--- src/rtl/cpu_pkg.sv ---
// Shared CPU encodings: ALU control codes, main-decoder ALUOp values and
// R-type funct fields used by the ID/EX stage and the ALU.
package cpu_pkg;

  localparam logic [2:0] ALU_ADD = 3'b010;
  localparam logic [2:0] ALU_SUB = 3'b110;
  localparam logic [2:0] ALU_AND = 3'b000;
  localparam logic [2:0] ALU_OR  = 3'b001;
  localparam logic [2:0] ALU_SLT = 3'b111;

  typedef enum logic [1:0] {
    ALUOP_ADD   = 2'b00,
    ALUOP_SUB   = 2'b01,
    ALUOP_RTYPE = 2'b10,
    ALUOP_OR    = 2'b11
  } aluop_e;

  localparam logic [5:0] FUNCT_ADD = 6'b100000;
  localparam logic [5:0] FUNCT_SUB = 6'b100010;
  localparam logic [5:0] FUNCT_AND = 6'b100100;
  localparam logic [5:0] FUNCT_OR  = 6'b100101;
  localparam logic [5:0] FUNCT_SLT = 6'b101010;

  typedef struct packed {
    logic [2:0] alu_control;
    logic       illegal;
  } alu_dec_t;

endpackage

--- src/rtl/forward_mux.sv ---
// Per-operand bypass select: EX/MEM beats MEM/WB, and register 0 never bypasses.
module forward_mux #(
  parameter int W = 32
) (
  input  logic [4:0]   src,
  input  logic [W-1:0] reg_data,
  input  logic         exmem_reg_write,
  input  logic [4:0]   exmem_rd,
  input  logic [W-1:0] exmem_result,
  input  logic         memwb_reg_write,
  input  logic [4:0]   memwb_rd,
  input  logic [W-1:0] memwb_result,
  output logic [W-1:0] fwd_data
);

  logic hit_exmem;
  logic hit_memwb;

  always_comb begin
    hit_exmem = exmem_reg_write && (exmem_rd != 5'd0) && (exmem_rd == src);
    hit_memwb = memwb_reg_write && (memwb_rd != 5'd0) && (memwb_rd == src);
    fwd_data  = reg_data;
    if (hit_exmem) begin
      fwd_data = exmem_result;
    end else if (hit_memwb) begin
      fwd_data = memwb_result;
    end
  end

endmodule

--- src/rtl/id_ex_stage.sv ---
// ID/EX pipeline register: latches decoded operands and controls, decodes the
// ALU control code at load time, and forwards EX/MEM and MEM/WB results.
module id_ex_stage
  import cpu_pkg::*;
#(
  parameter int W = 32
) (
  input  logic         clk,
  input  logic         rst,
  input  logic         stall,
  input  logic         flush,
  input  logic         id_valid,
  input  logic [W-1:0] id_rs_data,
  input  logic [W-1:0] id_rt_data,
  input  logic [W-1:0] id_imm,
  input  logic [4:0]   id_rs,
  input  logic [4:0]   id_rt,
  input  logic [4:0]   id_rd,
  input  logic [1:0]   id_alu_op,
  input  logic [5:0]   id_funct,
  input  logic         id_alu_src,
  input  logic         id_reg_dst,
  input  logic         id_reg_write,
  input  logic         id_mem_read,
  input  logic         id_mem_write,
  input  logic         id_mem_to_reg,
  input  logic         exmem_reg_write,
  input  logic [4:0]   exmem_rd,
  input  logic [W-1:0] exmem_result,
  input  logic         memwb_reg_write,
  input  logic [4:0]   memwb_rd,
  input  logic [W-1:0] memwb_result,
  output logic         ex_valid,
  output logic [W-1:0] alu_a,
  output logic [W-1:0] alu_b,
  output logic [2:0]   alu_control,
  output logic [W-1:0] ex_store_data,
  output logic [4:0]   ex_dest,
  output logic         ex_reg_write,
  output logic         ex_mem_read,
  output logic         ex_mem_write,
  output logic         ex_mem_to_reg,
  output logic         ex_illegal
);

  function automatic alu_dec_t alu_decode(input logic [1:0] op, input logic [5:0] funct);
    alu_dec_t d;
    d.alu_control = ALU_ADD;
    d.illegal     = 1'b0;
    case (aluop_e'(op))
      ALUOP_ADD: d.alu_control = ALU_ADD;
      ALUOP_SUB: d.alu_control = ALU_SUB;
      ALUOP_OR:  d.alu_control = ALU_OR;
      default: begin
        case (funct)
          FUNCT_ADD: d.alu_control = ALU_ADD;
          FUNCT_SUB: d.alu_control = ALU_SUB;
          FUNCT_AND: d.alu_control = ALU_AND;
          FUNCT_OR:  d.alu_control = ALU_OR;
          FUNCT_SLT: d.alu_control = ALU_SLT;
          default:   d.illegal     = 1'b1;
        endcase
      end
    endcase
    return d;
  endfunction

  logic         valid_q, valid_d;
  logic [W-1:0] rs_data_q, rs_data_d;
  logic [W-1:0] rt_data_q, rt_data_d;
  logic [W-1:0] imm_q, imm_d;
  logic [4:0]   rs_q, rs_d;
  logic [4:0]   rt_q, rt_d;
  logic [4:0]   dest_q, dest_d;
  logic [2:0]   alu_control_q, alu_control_d;
  logic         alu_src_q, alu_src_d;
  logic         reg_write_q, reg_write_d;
  logic         mem_read_q, mem_read_d;
  logic         mem_write_q, mem_write_d;
  logic         mem_to_reg_q, mem_to_reg_d;
  logic         illegal_q, illegal_d;

  alu_dec_t     dec;
  logic [W-1:0] fwd_rs;
  logic [W-1:0] fwd_rt;

  // Edge action priority: flush (bubble, everything zeroed) over stall (hold) over load.
  always_comb begin
    dec           = alu_decode(id_alu_op, id_funct);
    valid_d       = valid_q;
    rs_data_d     = rs_data_q;
    rt_data_d     = rt_data_q;
    imm_d         = imm_q;
    rs_d          = rs_q;
    rt_d          = rt_q;
    dest_d        = dest_q;
    alu_control_d = alu_control_q;
    alu_src_d     = alu_src_q;
    reg_write_d   = reg_write_q;
    mem_read_d    = mem_read_q;
    mem_write_d   = mem_write_q;
    mem_to_reg_d  = mem_to_reg_q;
    illegal_d     = illegal_q;
    if (flush) begin
      valid_d       = 1'b0;
      rs_data_d     = '0;
      rt_data_d     = '0;
      imm_d         = '0;
      rs_d          = 5'd0;
      rt_d          = 5'd0;
      dest_d        = 5'd0;
      alu_control_d = 3'b000;
      alu_src_d     = 1'b0;
      reg_write_d   = 1'b0;
      mem_read_d    = 1'b0;
      mem_write_d   = 1'b0;
      mem_to_reg_d  = 1'b0;
      illegal_d     = 1'b0;
    end else if (!stall) begin
      valid_d       = id_valid;
      rs_data_d     = id_rs_data;
      rt_data_d     = id_rt_data;
      imm_d         = id_imm;
      rs_d          = id_rs;
      rt_d          = id_rt;
      dest_d        = id_reg_dst ? id_rd : id_rt;
      alu_control_d = dec.alu_control;
      alu_src_d     = id_alu_src;
      // An unsupported funct must not commit architectural state.
      reg_write_d   = id_reg_write && !dec.illegal;
      mem_read_d    = id_mem_read;
      mem_write_d   = id_mem_write && !dec.illegal;
      mem_to_reg_d  = id_mem_to_reg;
      illegal_d     = dec.illegal;
    end
  end

  always_ff @(posedge clk) begin
    if (rst) begin
      valid_q       <= 1'b0;
      rs_data_q     <= '0;
      rt_data_q     <= '0;
      imm_q         <= '0;
      rs_q          <= 5'd0;
      rt_q          <= 5'd0;
      dest_q        <= 5'd0;
      alu_control_q <= 3'b000;
      alu_src_q     <= 1'b0;
      reg_write_q   <= 1'b0;
      mem_read_q    <= 1'b0;
      mem_write_q   <= 1'b0;
      mem_to_reg_q  <= 1'b0;
      illegal_q     <= 1'b0;
    end else begin
      valid_q       <= valid_d;
      rs_data_q     <= rs_data_d;
      rt_data_q     <= rt_data_d;
      imm_q         <= imm_d;
      rs_q          <= rs_d;
      rt_q          <= rt_d;
      dest_q        <= dest_d;
      alu_control_q <= alu_control_d;
      alu_src_q     <= alu_src_d;
      reg_write_q   <= reg_write_d;
      mem_read_q    <= mem_read_d;
      mem_write_q   <= mem_write_d;
      mem_to_reg_q  <= mem_to_reg_d;
      illegal_q     <= illegal_d;
    end
  end

  forward_mux #(.W(W)) u_fwd_rs (
    .src             (rs_q),
    .reg_data        (rs_data_q),
    .exmem_reg_write (exmem_reg_write),
    .exmem_rd        (exmem_rd),
    .exmem_result    (exmem_result),
    .memwb_reg_write (memwb_reg_write),
    .memwb_rd        (memwb_rd),
    .memwb_result    (memwb_result),
    .fwd_data        (fwd_rs)
  );

  forward_mux #(.W(W)) u_fwd_rt (
    .src             (rt_q),
    .reg_data        (rt_data_q),
    .exmem_reg_write (exmem_reg_write),
    .exmem_rd        (exmem_rd),
    .exmem_result    (exmem_result),
    .memwb_reg_write (memwb_reg_write),
    .memwb_rd        (memwb_rd),
    .memwb_result    (memwb_result),
    .fwd_data        (fwd_rt)
  );

  always_comb begin
    ex_valid      = valid_q;
    alu_a         = fwd_rs;
    alu_b         = alu_src_q ? imm_q : fwd_rt;
    alu_control   = alu_control_q;
    ex_store_data = fwd_rt;
    ex_dest       = dest_q;
    ex_reg_write  = reg_write_q;
    ex_mem_read   = mem_read_q;
    ex_mem_write  = mem_write_q;
    ex_mem_to_reg = mem_to_reg_q;
    ex_illegal    = illegal_q;
  end

endmodule

--- config.mk ---
export PLATFORM = sky130hd
export DESIGN_NAME = id_ex_stage
export DESIGN_NICKNAME = d
export VERILOG_FILES = /design/src/rtl/cpu_pkg.sv /design/src/rtl/forward_mux.sv /design/src/rtl/id_ex_stage.sv
export SDC_FILE = /design/constraint.sdc
export NUM_CORES = 1
export LEC_CHECK = 0
export CAP_MARGIN = 40
export CORE_ASPECT_RATIO = 1.5
export CORE_MARGIN = 1.5
export CORE_UTILIZATION = 25
export CTS_CLUSTER_SIZE = 16
export DETAILED_ROUTE_END_ITERATION = 8
export MAX_ROUTING_LAYER = met4
export PLACE_DENSITY = 0.54
export REMOVE_ABC_BUFFERS = 1
export SLEW_MARGIN = 10
export SYNTH_ARGS = -nofsm -noshare
export SYNTH_HDL_FRONTEND = slang
export SYNTH_SLANG_ARGS = --single-unit
--- constraint.sdc ---
create_clock -name clk -period 4.25 [get_ports clk]
set_clock_uncertainty 0.05 [all_clocks]
set_input_delay 0.425 -clock clk [delete_from_list [all_inputs] [get_ports clk]]
set_output_delay 0.425 -clock clk [all_outputs]
set_load 0.005 [all_outputs]
==> reports/metrics.csv, run 1 <==
stage;metric;value;unit
run_status;status;finished clean;
cts;hold buffer count at cts;0;
sta;Relative slew margins;46.1;%
sta;Hold Vio Cnt, Final;0;
power;Pwr Density;301;nW/um^2
cells_and_area;commonest non-fill, non-tap cell in the layout;clkdlybuf4s50_1;
cells_and_area;Final Util;40.7;%
global_route;largest net degree at the start of global routing;68;
die;IO Count;316;
synth;Seq cells post-synth;121;
cts;post-cts resize count;0;
place;GPL Wtd Cong;0.802;
route;WL final;24.8;mm
synth;mapped cell area;6750;um^2
die;Die Wd;137;um
die;die area;28000;um^2
global_route;global-route usage over all layers;18.3;%
cts;Sink Count;121;
setup_path;worst-path fanout max;32;
place;cell count after placement;1377;
die;Core Area;26500;um^2
global_route;initial antenna violation count;2;
synth;sequential fraction of the synthesis area;35.9;%
flow_run;max_cap viols;0;
synth;syn avg cell area;8.69;um^2
die;Initial Util;25.5;%
cells_and_area;Syn-to-layout area delta;59.9;%
cells_and_area;top flop regs;imm_q: 32 flops, rs_data_q: 32 flops, rt_data_q: 32 flops;
global_route;total grt overflow;0;
route;Detailed Routing Iterations Pass 1;5;
cells_and_area;Final Instance Count excl. Fillers;1410;
sta;Pins Over Slew Limit;0;
min_path;Hold Path Class;reg -> reg;
sta;min Tclk post-route;3.76;ns
setup_path;Worst Path Arrival;3.29;ns
cts;clk_lat worst skew;0.42;ns
synth;Post-synth EDFFs;0;
sta;Worst Max-Slew Pin Slew;0.809;ns
place;Final HPWL DP;18.3;mm
synth;ys async rst share;0;%
cts;Post CTS Setup Buffer Count;0;
global_route;vias in the first global route;6662;
setup_path;Worst setup EP type;output port;
route;Avg Vias per Cell;4.54;
route;DR iter-0 viols;205;
setup_path;crit start category;primary input;
synth;Ys Warns;0;
cells_and_area;layout cell share with drive strength beyond 1;7.38;%
cts;Worst-path clk slew;0.06;ns
route;drt drc;0;
setup_path;Worst Path Required;3.77;ns
cts;Num CTS Buffers;17;
cells_and_area;most frequent cells in the layout;clkdlybuf4s50_1 (314), mux2i_1 (181), nor2_1 (157);
setup_path;reg-to-reg slack, setup;3.09;ns
setup_path;Crit Path Class;in -> out;
synth;Netlist cell types;32;
place;IO buf count;315;
cts;Clock Root Buffer;clkbuf_16;
cts;CTS H-Tree Depth;4;
cts;CTS tree;yes;
sta;RSZ-0062 raised after global routing;no;
sta;final setup fails;0;
route;vias;6403;
cells_and_area;Nets;1265;
synth;Main synth FF type;dfxtp_1;
sta;fin crit share;88.6;%
route;WL/cell;17.6;um
die;Site Rows;73;
synth;Synth Instances;776;
sta;FMAX;0.266;GHz
cts;Max clock buf depth;2;
power;worst vdd ir;0.000258;V
global_route;first-pass GRT wire length;37.1;mm
die;die height;204;um
route;Final ANT Viol Nets;0;
power;Leak;4.01;nW
worst max-delay path: stages:
cell,delay [ns]
clkdlybuf4s50_1,0.55
or4_1,0.13
o21ai_1,0.10
or4_4,0.74
nor2b_4,0.21
buf_12,0.21
a221oi_1,0.32
clkdlybuf4s50_1,0.57
final timing paths:
kind	depth (start not counted)	to	start
setup reg to reg	3	alu_src_q	alu_src_q
setup / recovery	8	alu_b[1]	exmem_rd[4]
hold / removal	2	alu_control[0]	alu_control[0]
hold reg to reg	2	alu_control[0]	alu_control[0]
metal layers:
layer  track usage [%]  vias up  part of all wire [%]
li1                  -     3249                     -
met1              18.6     2933                    38
met2              33.9      195                    55
met3              3.99       26                   5.7
met4              6.28        0                   1.7
met5                 -        -                     0
stage by stage:
stage	TNS (ns)	setup slack [ns]	hold WS (ns)	area, um^2	total power [mW]
2_1_floorplan	-2.74	-0.153	0.410	6440	1.42
3_3_place_gp	0	0.470	0.405	10200	1.84
3_5_place_dp	0	0.484	0.408	10200	1.84
4_1_cts	0	0.475	0.417	10800	3.31
5_1_grt	0	0.292	0.432	10800	3.40
6_report	0	0.486	0.415	10800	3.25
cell type report:
cell class                 count  area, um^2
fill                        2695       15700
tap                          337         422
timing repair buffer         329        3330
sequential                   121        2430
clock inverter                 9         124
multi-input combinational    558        3920
clock buffer                  22         444
inverter                      32         120
antenna                        2        5.00
cell usage after synthesis, types with 2 or more instances:
library cell  number  area (um^2)
xnor2_1           10         87.6
nand2_1           33          124
buf_4              3         22.5
nor2_1           157          589
buf_1              2         7.51
buf_6              5         56.3
or4_1              3         22.5
mux2i_1          181         1810
a21oi_1           42          210
nand3_1            4         20.0
o21ai_0           33          165
a22oi_1            2         15.0
buf_2              7         35.0
dfxtp_1          121         2420
xor2_1            10         87.6
inv_1             32          120
nor2b_1            3         18.8
clkbuf_1          48          180
nor3_1            35          175
nand2b_1           2         12.5
a221oi_2          30          450
a221oi_1           2         17.5
and4_1             2         17.5
kinds of logic after synthesis:
group,share of synthesized area (%)
xor+xnor,2.60
buf+inv,6.25
compound gates,13.1
flops,35.9
simple gates,15.3
mux,26.9
where the power goes:
| part | internal [mW] | leakage (nW) | switching [mW] |
|---|---|---|---|
| Combinational | 0.381 | 2.74 | 0.233 |
| Clock | 0.914 | 0.278 | 0.526 |
| Sequential | 1.17 | 0.987 | 0.0231 |
(Power assumes the default switching activity.)
==> inputs of run 2 (changes only) <==
Settings changed: CORE_MARGIN 1.5 to 8, SYNTH_HIERARCHICAL set to 1.
==> reports/metrics.csv, run 2 <==
stage;metric;value;unit
die;Site Rows;75;
synth;count leader, synth;dfxtp_1;
cells_and_area;Nets;1298;
cts;Post CTS Setup Buffer Count;0;
flow_run;max_cap viols;0;
power;Leak;4.06;nW
global_route;met3 GRT Util;5.75;%
die;Initial Util;25.3;%
cells_and_area;layout cell share with drive strength beyond 1;11.4;%
cts;Sink Count;121;
setup_path;worst-path fanout max;14;
setup_path;crit start category;primary input;
sta;Relative slew margins;57.1;%
cells_and_area;Register Area;2420;um^2
route;WL final;33.9;mm
die;die area;34100;um^2
cts;post-cts resize count;0;
min_path;Hold Path Class;reg -> reg;
setup_path;Worst Path Required;3.77;ns
route;Detailed Routing Iterations Pass 1;7;
sta;Pins Over Slew Limit;0;
sta;RSZ-0062 raised after global routing;no;
cells_and_area;Syn-to-layout area delta;58.9;%
synth;syn avg cell area;8.59;um^2
synth;Seq cells post-synth;121;
synth;ys async rst share;0;%
cells_and_area;final-layout fill cell count;2862;
synth;largest area contributor in the netlist;dfxtp_1;
synth;Netlist cell types;36;
sta;Hold Vio Cnt, Final;0;
sta;setup_tns;0;ns
route;DR iter-0 viols;432;
route;vias;7876;
cts;Num CTS Buffers;17;
run_status;status;finished clean;
die;die height;222;um
synth;mapped cell area;7080;um^2
sta;final setup fails;0;
cts;Clock Root Buffer;clkbuf_16;
power;Power Total;3.48;mW
setup_path;Worst Path Arrival;3.25;ns
cts;Max clock buf depth;2;
global_route;vias in the first global route;8122;
route;Final ANT Viol Nets;0;
cells_and_area;most frequent cells in the layout;clkdlybuf4s50_1 (314), dfxtp_1 (120), nor2_1 (115);
route;drt drc;0;
synth;Main synth FF type;dfxtp_1;
setup_path;Worst setup EP type;output port;
synth;top cell type's share of synthesized area;34.2;%
global_route;total grt overflow;0;
setup_path;Slowest cell on crit path;clkdlybuf4s50_1;
setup_path;CP cell instances;clkdlybuf4s50_1, nor4_1, buf_4, o21ai_4, buf_4, nand4_1, a31oi_1, mux2_2, clkdlybuf4s50_1;
synth;sequential fraction of the synthesis area;34.2;%
cts;Worst-path clk slew;0.05;ns
cts;CTS H-Tree Depth;4;
cts;CTS tree;yes;
place;IO buf count;315;
die;Die Wd;153;um
cells_and_area;top flop regs;imm_q: 32 flops, rs_data_q: 32 flops, rt_data_q: 32 flops;
setup_path;Crit Path Class;in -> out;
global_route;global-route usage over all layers;19.7;%
place;Final HPWL DP;24.0;mm
power;worst vdd ir;0.000263;V
sta;Worst Max-Slew Pin Slew;0.644;ns
synth;most common library cells after synthesis;dfxtp_1 (121), nor2_1 (115), mux2i_1 (113);
cts;hold buffer count at cts;0;
global_route;first-pass GRT wire length;50.1;mm
place;GPL Wtd Cong;0.767;
route;WL/cell;23.3;um
synth;Area contributors post-synth;dfxtp_1 (34%), mux2i_1 (16%), o31ai_1 (6.8%);
die;IO Count;316;
sta;fin crit share;87.7;%
sta;FMAX;0.268;GHz
synth;Post-synth EDFFs;0;
global_route;busiest grt layer;met2;
sta;min Tclk post-route;3.73;ns
synth;Synth Instances;824;
global_route;initial antenna violation count;3;
global_route;met2 usage;34.8;%
cells_and_area;Multi-input gate area;4280;um^2
global_route;largest net degree at the start of global routing;72;
cts;clk_lat worst skew;0.42;ns
synth;Ys Warns;6;
route;Avg Vias per Cell;5.42;
setup_path;max incr delay on CP;0.57;ns
global_route;global-route track usage on met1;20.8;%
die;Core Area;28000;um^2
cells_and_area;commonest non-fill, non-tap cell in the layout;clkdlybuf4s50_1;
power;Pwr Density;309;nW/um^2
-- run 2: changes by cell type after synthesis, moves of 31 or more --
cell     before  now
o31ai_1       0   64
inv_1        32    1
o21ai_0      33    2
mux2_2        0   37
nor3_1       35    2
nand4_1       0   66
mux2i_1     181  113
a31oi_1       0   65
nor4_1        0   66
nor2_1      157  115
a21oi_1      42    9
-- run 2: logic make-up after synthesis --
| kind of cell | share of synthesized area (%) |
|---|---|
| simple gates | 21.0 |
| xor+xnor | 1.98 |
| buf+inv | 6.31 |
| mux | 21.9 |
| compound gates | 14.6 |
| flops | 34.2 |
-- run 2: final cells by class --
cell class	instances	share of cell area [%]
clock inverters	9	1.07
multi-input cells	605	38.0
flip-flops and latches	121	21.5
diodes	3	0.0667
repair buffers	346	31.2
inverters	1	0.0334
well taps	346	3.85
clock buffers	23	4.25
-- run 2: power by group --
part	switching [mW]	total, mW	internal (mW)
clock network	0.544	1.51	0.963
logic	0.373	0.774	0.400
registers	0.0229	1.20	1.17
total	0.940	3.48	2.54
-- run 2: final timing paths --
kind | slack (ns) | cells past startpoint | startpoint | endpoint
worst max-delay path | 0.52 | 9 | memwb_rd[2] | alu_b[6]
worst min-delay path | 0.41 | 2 | ex_dest[2] | ex_dest[2]
worst max register to register | 3.26 | 2 | alu_src_q | alu_src_q
worst min register to register | 0.41 | 2 | ex_dest[2] | ex_dest[2]
-- run 2: worst max-delay path, delay by kind of cell --
family / cells / cell delay (ns)
buf+inv: 4 / 1.58
compound gates: 2 / 0.80
simple gates: 2 / 0.23
mux: 1 / 0.21
-- run 2: metal layers --
metal | part of all wire [%] | up-vias
li1 | - | 3687
met1 | 38 | 3718
met2 | 52 | 414
met3 | 7.6 | 57
met4 | 2.1 | 0
met5 | 0 | -
-- run 2: stage by stage --
step / area (um^2) / instances / util (%) / setup WS (ns) / hold slack, ns
floorplan: 6640 / 727 / - / 1.14 / 0.405
CTS: 11200 / 1450 / 40.1 / 0.529 / 0.416
detailed placement: 10600 / 1418 / 38.0 / 0.529 / 0.405
finish: 11300 / 1454 / 40.2 / 0.523 / 0.413
global route: 11300 / 1454 / 40.2 / 0.398 / 0.431
global placement: 10600 / 1416 / 37.8 / 0.573 / 0.398
==> inputs of run 3 (changes only) <==
Settings changed: CORE_MARGIN 8 to 1.5, GPL_TIMING_DRIVEN set to 0.
==> reports/metrics.csv, run 3 (synthesis gave the netlist of run 2 again) <==
stage;metric;value;unit
global_route;global-route usage over all layers;22.0;%
global_route;initial antenna violation count;0;
sta;Pins Over Slew Limit;0;
die;Core Area;28000;um^2
place;Final HPWL DP;21.7;mm
cells_and_area;layout cell share with drive strength beyond 1;10.1;%
setup_path;Reg2Reg Capture Point;alu_src_q;
power;sequential share of power;33.9;%
die;Die Wd;140;um
cells_and_area;Final Instance Count excl. Fillers;1433;
cells_and_area;Multi-input gate area;4300;um^2
route;Detailed Routing Iterations Pass 1;6;
cts;Num CTS Buffers;17;
cells_and_area;Syn-to-layout area delta;59.4;%
setup_path;kind of cell adding the most delay to the critical path;simple AND/OR/NAND/NOR gates;
route;drt drc;0;
route;DR iter-0 viols;427;
global_route;busiest grt layer;met2;
power;Pwr Density;312;nW/um^2
power;Power Total;3.52;mW
global_route;met3 GRT Util;4.47;%
power;Sw Ratio;27.3;%
run_status;status;finished clean;
global_route;total grt overflow;0;
setup_path;Worst setup EP type;output port;
sta;fin crit share;96.6;%
die;IO Count;316;
sta;hold slack;0.412;ns
sta;Hold Vio Cnt, Final;0;
setup_path;max incr delay on CP;0.79;ns
cells_and_area;commonest non-fill, non-tap cell in the layout;clkdlybuf4s50_1;
power;Psw;0.961;mW
setup_path;most frequent CP cell;clkdlybuf4s50_1;
sta;final setup fails;0;
setup_path;reg-to-reg slack, setup;3.23;ns
setup_path;Buf/Inv on CP;2;
power;Comb pwr share;22.4;%
die;die height;209;um
place;cell count after placement;1401;
route;WL final;31.8;mm
setup_path;crit path to;alu_b[29];
power;Leak;4.04;nW
route;WL/cell;22.2;um
cells_and_area;top flop regs;imm_q: 32 flops, rs_data_q: 32 flops, rt_data_q: 32 flops;
cells_and_area;# diodes;0;
cts;CTS H-Tree Depth;4;
sta;FMAX;0.244;GHz
setup_path;critical path depth;7;
cts;hold buffer count at cts;0;
cts;Max clock buf depth;2;
cts;Sink Count;121;
sta;min Tclk post-route;4.10;ns
cts;CTS tree;yes;
setup_path;Crit Path Class;in -> out;
power;worst vdd ir;0.000268;V
setup_path;Worst Path Arrival;3.63;ns
sta;Relative slew margins;38.3;%
flow_run;max_cap viols;0;
route;vias;7821;
place;GPL Wtd Cong;0.759;
setup_path;Worst Path Required;3.77;ns
cells_and_area;final-layout fill cell count;2821;
cts;clk_lat worst skew;0.42;ns
min_path;Hold Path Class;reg -> reg;
route;Final ANT Viol Nets;0;
sta;Worst Max-Slew Pin Slew;0.923;ns
die;Initial Util;25.3;%
cells_and_area;Register Area;2420;um^2
global_route;first-pass GRT wire length;47.6;mm
route;Avg Vias per Cell;5.46;
cells_and_area;most frequent cells in the layout;clkdlybuf4s50_1 (314), dfxtp_1 (120), nor2_1 (115);
place;IO buf count;315;
setup_path;reg2reg path depth;2;
cells_and_area;Nets;1281;
setup_path;worst-path fanout max;33;
setup_path;Setup crit start;exmem_rd[1];
die;die area;29400;um^2
global_route;vias in the first global route;7896;
global_route;global-route track usage on met1;23.9;%
global_route;largest net degree at the start of global routing;71;
sta;RSZ-0062 raised after global routing;no;
power;Clk pwr share;43.7;%
global_route;met2 usage;38.9;%
cts;Clock Root Buffer;clkbuf_16;
setup_path;CP cell instances;clkdlybuf4s50_1, xnor2_1, nand2_2, or3_4, a31oi_1, mux2_2, clkdlybuf4s50_1;
die;Site Rows;75;
power;internal power;2.56;mW
setup_path;Slowest cell on crit path;or3_4;
cts;Worst-path clk slew;0.06;ns
setup_path;crit start category;primary input;
setup_path;Reg2Reg Launch Point;alu_src_q;
-- run 3: stage by stage --
step	cell area [um^2]	setup TNS, ns	utilization [%]	setup WS (ns)
after floorplan	6640	0	-	1.14
after global placement	10200	-473.28	36.6	-4.39
after detailed placement	10700	-9.02	38.1	-0.363
after CTS	11300	0	40.3	0.0247
after global routing	11300	0	40.4	0.0757
final	11300	0	40.4	0.147
-- run 3: worst min-delay path by stage --
stage | slack [ns] | endpoint | cells after the start | startpoint
6_report | 0.41 | ex_dest[4] | 2 | ex_dest[4]
5_1_grt | 0.44 | ex_dest[2] | 2 | ex_dest[2]
4_1_cts | 0.41 | ex_dest[4] | 2 | ex_dest[4]
3_5_place_dp | 0.41 | ex_dest[1] | 2 | ex_dest[1]
3_3_place_gp | 0.40 | ex_dest[4] | 2 | ex_dest[4]
2_1_floorplan | 0.41 | ex_dest[0] | 2 | ex_dest[0]
-- run 3: final cells by class --
class	instances	share of cell area [%]
Clock inverter	8	1.04
Tap cell	346	3.84
Timing Repair Buffer	329	31.2
Inverter	1	0.0333
Clock buffer	23	4.32
Multi-Input combinational cell	605	38.1
Sequential cell	121	21.5
-- run 3: routing by layer --
metal | up-vias | share of wire [%] | wire length [um]
met4 | 0 | 2.7 | 858
li1 | 3650 | - | -
met2 | 366 | 52 | 16700
met1 | 3741 | 39 | 12300
met3 | 64 | 6.2 | 1980
met5 | - | 0 | 0
-- run 3: power by group through the flow --
| stage | logic (mW) | clock network [mW] | registers [mW] |
|---|---|---|---|
| 2_1_floorplan | 0.263 | 0 | 1.22 |
| 3_3_place_gp | 0.760 | 0 | 1.22 |
| 3_5_place_dp | 0.779 | 0 | 1.22 |
| 4_1_cts | 0.783 | 1.58 | 1.19 |
| 5_1_grt | 0.836 | 1.62 | 1.20 |
| 6_report | 0.788 | 1.54 | 1.19 |
-- run 3: tightest hold or removal path: cells and delay by family (launching register included) --
kind / cells / cell delay [ns]
AOI/OAI and AO/OA: 1 / 0.05
DFF: 1 / 0.31
and+or+nand+nor: 1 / 0.06
-- run 3: timing repair --
item,CTS,global route
setup buffers,1,0
resized for setup,1,3
endpoints found under the setup margin,57,33
pin swaps,1,0
hold endpoints to repair,0,0
